**src/rtl/inst_mem_arbiter.sv**
```systemverilog
// Instruction-memory arbiter: IF-stage fetch port vs. loader/debug burst port.
// Build option: define ARB_ROUND_ROBIN_EN to alternate priority between loader and fetch on contention.
module inst_mem_arbiter #(
  parameter int ADDR_W    = 32,
  parameter int DATA_W    = 32,
  parameter int BURST_MAX = 16
) (
  input  logic              clk,
  input  logic              rst,
  // fetch port
  input  logic              if_req,
  input  logic [ADDR_W-1:0] if_addr,
  output logic [DATA_W-1:0] if_inst,
  output logic              if_valid,
  output logic              stall_req,
  // loader port
  input  logic              ld_req,
  input  logic              ld_we,
  input  logic [ADDR_W-1:0] ld_addr,
  input  logic [4:0]        ld_len,
  input  logic [DATA_W-1:0] ld_wdata,
  output logic              ld_ready,
  output logic [DATA_W-1:0] ld_rdata,
  output logic              ld_rvalid,
  output logic              ld_done,
  // memory port
  output logic              mem_ce,
  output logic              mem_we,
  output logic [ADDR_W-1:0] mem_addr,
  output logic [DATA_W-1:0] mem_wdata,
  input  logic [DATA_W-1:0] mem_rdata
);

  localparam int CNT_W = $clog2(BURST_MAX + 1);

  typedef enum logic [1:0] {
    IDLE  = 2'd0,
    FETCH = 2'd1,
    BURST = 2'd2
  } state_e;

  state_e              state_q;
  logic [ADDR_W-1:0]   addr_q;
  logic [ADDR_W-1:0]   addr_d;
  logic                we_q;
  logic [CNT_W-1:0]    cnt_q;
  logic [CNT_W-1:0]    cnt_d;
  logic [DATA_W-1:0]   if_inst_q;
  logic                if_valid_q;
  logic [DATA_W-1:0]   ld_rdata_q;
  logic                ld_rvalid_q;
  logic                ld_done_q;

  logic in_burst;
  logic beat;
  logic last_beat;
  logic grant_ld;
  logic grant_if;

  // Zero-length requests become single beats; oversize requests are clamped.
  function automatic logic [CNT_W-1:0] clamp_len(input logic [4:0] len);
    if (len == 5'd0) return CNT_W'(1);
    if (32'(len) > 32'(BURST_MAX)) return CNT_W'(BURST_MAX);
    return CNT_W'(len);
  endfunction

  assign in_burst  = (state_q == BURST);
  assign beat      = in_burst && ld_req;
  assign last_beat = beat && (cnt_q == CNT_W'(1));

`ifdef ARB_ROUND_ROBIN_EN
  logic last_ld_q;
  // On contention the port that did not win last time gets the memory.
  assign grant_ld = !in_burst && ld_req && !(if_req && last_ld_q);
`else
  assign grant_ld = !in_burst && ld_req;
`endif
  assign grant_if = !in_burst && if_req && !grant_ld;

  always_comb begin
    addr_d = addr_q + ADDR_W'(4);
    cnt_d  = cnt_q - CNT_W'(1);
  end

  always_ff @(posedge clk) begin
    if (rst) begin
      state_q     <= IDLE;
      addr_q      <= '0;
      we_q        <= 1'b0;
      cnt_q       <= '0;
      if_inst_q   <= '0;
      if_valid_q  <= 1'b0;
      ld_rdata_q  <= '0;
      ld_rvalid_q <= 1'b0;
      ld_done_q   <= 1'b0;
`ifdef ARB_ROUND_ROBIN_EN
      last_ld_q   <= 1'b0;
`endif
    end else begin
      if_valid_q  <= grant_if;
      ld_rvalid_q <= beat && !we_q;
      ld_done_q   <= last_beat;
      if (grant_if)
        if_inst_q <= mem_rdata;
      if (beat && !we_q)
        ld_rdata_q <= mem_rdata;
`ifdef ARB_ROUND_ROBIN_EN
      if (grant_if)
        last_ld_q <= 1'b0;
      else if (last_beat)
        last_ld_q <= 1'b1;
`endif
      case (state_q)
        IDLE, FETCH: begin
          if (grant_ld) begin
            state_q <= BURST;
            addr_q  <= ld_addr;
            we_q    <= ld_we;
            cnt_q   <= clamp_len(ld_len);
          end else if (grant_if) begin
            state_q <= FETCH;
          end else begin
            state_q <= IDLE;
          end
        end
        BURST: begin
          // A cycle without ld_req is a pause and leaves the counters alone.
          if (beat) begin
            addr_q <= addr_d;
            cnt_q  <= cnt_d;
            if (last_beat)
              state_q <= IDLE;
          end
        end
        default: state_q <= IDLE;
      endcase
    end
  end

  assign mem_ce    = !rst && (grant_if || beat);
  assign mem_we    = !rst && beat && we_q;
  assign mem_addr  = in_burst ? addr_q : if_addr;
  assign mem_wdata = ld_wdata;
  assign ld_ready  = !rst && in_burst;
  assign stall_req = !rst && if_req && !grant_if;

  assign if_inst   = if_inst_q;
  assign if_valid  = if_valid_q;
  assign ld_rdata  = ld_rdata_q;
  assign ld_rvalid = ld_rvalid_q;
  assign ld_done   = ld_done_q;

endmodule

```
**config.mk**
```make
export PLATFORM = sky130hd
export DESIGN_NAME = inst_mem_arbiter
export DESIGN_NICKNAME = d
export VERILOG_FILES = /design/src/rtl/inst_mem_arbiter.sv
export SDC_FILE = /design/constraint.sdc
export NUM_CORES = 1
export LEC_CHECK = 0
export BUFFER_PORTS_ARGS = -buffer_cell sky130_fd_sc_hd__buf_2
export CORE_MARGIN = 2
export CORE_UTILIZATION = 40
export CTS_BUF_LIST = sky130_fd_sc_hd__clkbuf_16
export CTS_CLUSTER_DIAMETER = 120
export DETAILED_ROUTE_END_ITERATION = 10
export MAX_ROUTING_LAYER = met4
export PLACE_DENSITY = 0.72
export SKIP_LAST_GASP = 1
export SYNTH_ARGS = -nofsm -noshare
export SYNTH_HDL_FRONTEND = slang
export SYNTH_SLANG_ARGS = --single-unit
```
**constraint.sdc**
```tcl
create_clock -name clk -period 2.83 [get_ports clk]
set_input_delay 0.1415 -clock clk [delete_from_list [all_inputs] [get_ports clk]]
set_output_delay 0.1415 -clock clk [all_outputs]
set_load 0.005 [all_outputs]
```
==> results of run 1 <==
metal layers:
layer / global-route usage (%)
met1: 30.4
met4: 6.25
met2: 35.5
met3: 5.94
met5: -
synth_stat cells (3+ instances only):
master,count,area [um^2]
o21ai_0,21,105
o22ai_1,5,31.3
buf_1,5,18.8
a31oi_1,7,43.8
nand2b_1,4,25.0
nand3_1,22,110
mux2i_1,9,90.1
nor2_1,33,124
and4_1,3,26.3
nor4_1,8,50.1
nor2b_1,3,18.8
and3_1,7,43.8
nor3b_1,8,60.1
a21oi_1,100,500
o31ai_1,3,22.5
a31o_2,3,26.3
inv_1,11,41.3
nand4_1,5,31.3
a22oi_1,3,22.5
o211ai_1,6,45.0
dfxtp_1,107,2140
nor3_1,11,55.1
buf_4,32,240
or4_4,4,45.0
clkbuf_1,46,173
nand2_1,255,957
ha_1,3,37.5
a211oi_1,3,22.5
nand3b_1,5,37.5
through the flow:
stage | hold WS (ns) | setup WS [ns] | utilization, %
CTS | 0.0142 | 0.271 | 50.5
floorplan | 0.277 | 0.607 | -
detailed placement | 0.283 | 0.487 | 47.9
global route | 0.0187 | 0.105 | 50.5
global placement | 0.283 | 0.527 | 47.9
cell families after synthesis:
| kind of cell | share of synthesized area, % |
|---|---|
| muxes | 1.67 |
| and+or+nand+nor | 31.3 |
| AOI/OAI and AO/OA | 17.9 |
| buffers and inverters | 8.75 |
| DFF | 39.6 |
| adders and majority gates | 0.695 |
==> qor.txt, run 1 <==
Die W - 120 um
Gr usage total - 23.1%
Syn_area_per_cell - 7.09 um^2
Synthesized area - 0.00540 mm^2
Total clock sinks - 107
Gates resized, CTS repair - 0
Post-synth EDFFs - 0
First-pass GRT wire length - 26000 um
TritonCTS Buffers - 9
Count of unique library cells instantiated by Yosys - 51
YS warnings - 0
Register area share after synthesis - 39.6%
Maximum clock insertion buffer count - 2
Post-Place Cells - 1074
Largest net degree at the start of global routing - 70
# H-tree levels - 3
Last stage - detailed routing
Setup bufs post-CTS - 0
Die Y - 120 um
Starting Density - 40.8%
IO buf count - 208
Placer Congestion - 0.916
Cells after Synth - 762
Antenna violations before repair - 0
Root buffer cell - clkbuf_16
Synth Register Bits - 107
Hold_buf cts - 0
First error - [ERROR DRT-0255] Maze Route cannot find path of net ld_wdata[1] in worker of routeBox ( 96600 96600 ) ( 120230 120230 ).
Post-DP HPWL - 11500 um
Status - stopped before the end
Cell Area, Placed - 0.00635 mm^2
GRT overflow - 0
Row count - 42
Primary FF master, synth - dfxtp_1
Vias in the first global route - 5255
Syn nets - 903
Post-synth ARST share - 0%
IO Pins - 273
==> run 2: changes to the inputs <==
Settings changed: CORE_UTILIZATION 40 to 25, CTS_BUF_LIST sky130_fd_sc_hd__clkbuf_16 to unset, CTS_CLUSTER_DIAMETER 120 to unset, MAX_ROUTING_LAYER met4 to unset, PLACE_DENSITY 0.72 to unset, PLACE_DENSITY_LB_ADDON set to 0.15.
==> run 2 against run 1 <==
The flow now finishes without violations. Area after synthesis did not move. Global-route usage down 6.8 points. Synthesized cell count unchanged.
==> qor.txt, run 2 <==
ANT nets after route - 0
CTS tree - done
Post-DR vias/cell - 4.77
R2R setup slack - 0.43 ns
Finished Core Util - 32.4%
Max VDD drop - 0.255 mV
Total clock sinks - 107
Final setup violation count - 0
Worst Reg-to-Reg Cells - 5
Maximum clock insertion buffer count - 2
Leakage Power - 3.02 nW
Final nets - 1056
Share of cells above drive strength 1 - 28.2%
Max-cap violations - 0
Worst-margin pin slew - 0.641 ns
Hold Path Stages - 3
Die Y - 151 um
Setup bufs post-CTS - 0
TritonCTS Buffers - 9
Most common cell after layout, fill and taps aside - nand2_1
Comb power frac - 17.0%
Pwr Total - 0.00368 W
Post-synth EDFFs - 0
CP endpoint kind - register
Fin. max-slew vios - 0
Synthesized area - 0.00540 mm^2
Gates resized, CTS repair - 0
Power Density - 539 mW/mm^2
Gr usage total - 16.3%
Residual DRC - 0
Top post-synthesis cells by area - dfxtp_1 40%, nand2_1 18%, a21oi_1 9.3%
Largest area contributor in the netlist - dfxtp_1
Min Hold Slack - 0.0201 ns
Crit Path Class - register to register
Origin of the critical flop-to-flop path - addr_q[11]
Final period util - 84.6%
YS warnings - 0
Most frequent cells in the layout - 255 x nand2_1, 207 x buf_2, 107 x dfxtp_1, 100 x a21oi_1, 32 x nor2_1
Clock power frac - 37.3%
Antenna violations before repair - 2
Die W - 151 um
NetSw - 0.00111 W
Row count - 53
Cells after Synth - 762
Post-synth ARST share - 0%
Setup_tns - 0 ns
WL per Instance - 15.7 um
Fmax - 418 MHz
Most frequent cell after synthesis - nand2_1
Hold path startpoint - ld_addr[0]
Sw Ratio - 30.2%
Internal Pwr Total - 0.00257 W
Syn_area_per_cell - 7.09 um^2
Area Overhead vs Synth - 26.5%
Critical Path RT - 3.11 ns
Most frequent cells after synthesis - 255 x nand2_1, 107 x dfxtp_1, 100 x a21oi_1, 46 x clkbuf_1, 33 x nor2_1
GRT overflow - 0
Clock Skews - 0.00910 ns
Post-DP HPWL - 13400 um
Tmin final - 2.40 ns
Rel. slew slack - 56.9%
Root buffer cell - clkbuf_16
Flop pwr share - 45.7%
IO Pins - 273
Worst path arrival time - 2.68 ns
Clock transition at path regs - 0.08 ns
Vias - 5703
Startpoint types - register
Filler cell count - 2387
# H-tree levels - 3
Die ar. - 0.0228 mm^2
Largest net degree at the start of global routing - 55
Critical path peak fanout - 8
Syn nets - 903
Hold WC Path Type - input pin to register
Status - finished clean
IO buf count - 208
Routed Wire Length - 18800 um
First-pass GRT wire length - 29100 um
Vias in the first global route - 5573
Final hold vios - 0
Synth Register Bits - 107
Placer Congestion - 0.803
Starting Density - 25.6%
Unrepaired setup endpoints after global routing - false
Later-pin clock latency in the skew report - 0.35 ns
Synth top area share - 39.6%
Hold Path End - addr_q[0]
Hold_buf cts - 0
Iter 0 DRT Violations - 203
R2R Path End - addr_q[31]
Primary FF master, synth - dfxtp_1
DRT Pass-1 Iters - 7
Count of unique library cells instantiated by Yosys - 51
Register area share after synthesis - 39.6%
CORE AREA - 0.0211 mm^2
ANT cells - 0
## run 2: kinds of logic after synthesis
kind of cell,share of synthesized area [%]
simple gates,31.3
compound gates,17.9
flops,39.6
buf+inv,8.75
mux,1.67
fa+ha+maj,0.695
## run 2: how the worst max path moves through the flow
stage                     from  cells past startpoint  slack (ns)    endpoint
finish              addr_q[11]                      5        0.43  addr_q[31]
global route        addr_q[11]                      5        0.32  addr_q[31]
CTS                 addr_q[11]                      5        0.43  addr_q[31]
detailed placement  addr_q[11]                      5        0.45  addr_q[31]
global placement    addr_q[11]                      5        0.46  addr_q[31]
floorplan           addr_q[11]                      5        0.61  addr_q[31]
## run 2: metrics by stage
| stage | cell area (um^2) | worst slack (ns) | std cells |
|---|---|---|---|
| 6_report | 6840 | 0.435 | 1195 |
| 3_3_place_gp | 6520 | 0.460 | 1179 |
| 5_1_grt | 6840 | 0.322 | 1195 |
| 4_1_cts | 6840 | 0.429 | 1195 |
| 2_1_floorplan | 5400 | 0.607 | 762 |
| 3_5_place_dp | 6520 | 0.451 | 1179 |
## run 2: power by group through the flow
stage / logic (W) / clock network [W] / registers [W]
2_1_floorplan: 0.000390 / 0 / 0.00169
6_report: 0.000627 / 0.00137 / 0.00168
5_1_grt: 0.000710 / 0.00148 / 0.00170
3_5_place_dp: 0.000638 / 0 / 0.00172
3_3_place_gp: 0.000640 / 0 / 0.00171
4_1_cts: 0.000640 / 0.00143 / 0.00168
## run 2: layout make-up
class / count / area [um^2] / area share, %
multi-input cells: 561 / 2810 / 41.1
well taps: 275 / 344 / 5.03
clock buffers: 9 / 225 / 3.29
repair buffers: 225 / 1180 / 17.3
clock inverters: 7 / 92.6 / 1.35
flip-flops and latches: 107 / 2140 / 31.3
inverters: 11 / 41.3 / 0.604
## run 2: worst max-delay path, cell delays in order (launching register included)
cell      delay [ns]
dfxtp_1         0.47
nand4_2         0.20
or4_4           0.58
or4_4           0.51
or4_4           0.49
o211ai_2        0.08
## run 2: layer usage
layer  vias to the layer above  part of all wire (%)  GRT usage [%]
met5                         -                 0.069              0
met3                        13                   9.5           5.69
met4                         2                  0.96           3.97
met2                       190                    46           27.4
met1                      2629                    44           20.0
li1                       2869                     -              -
(Power assumes the default switching activity.)
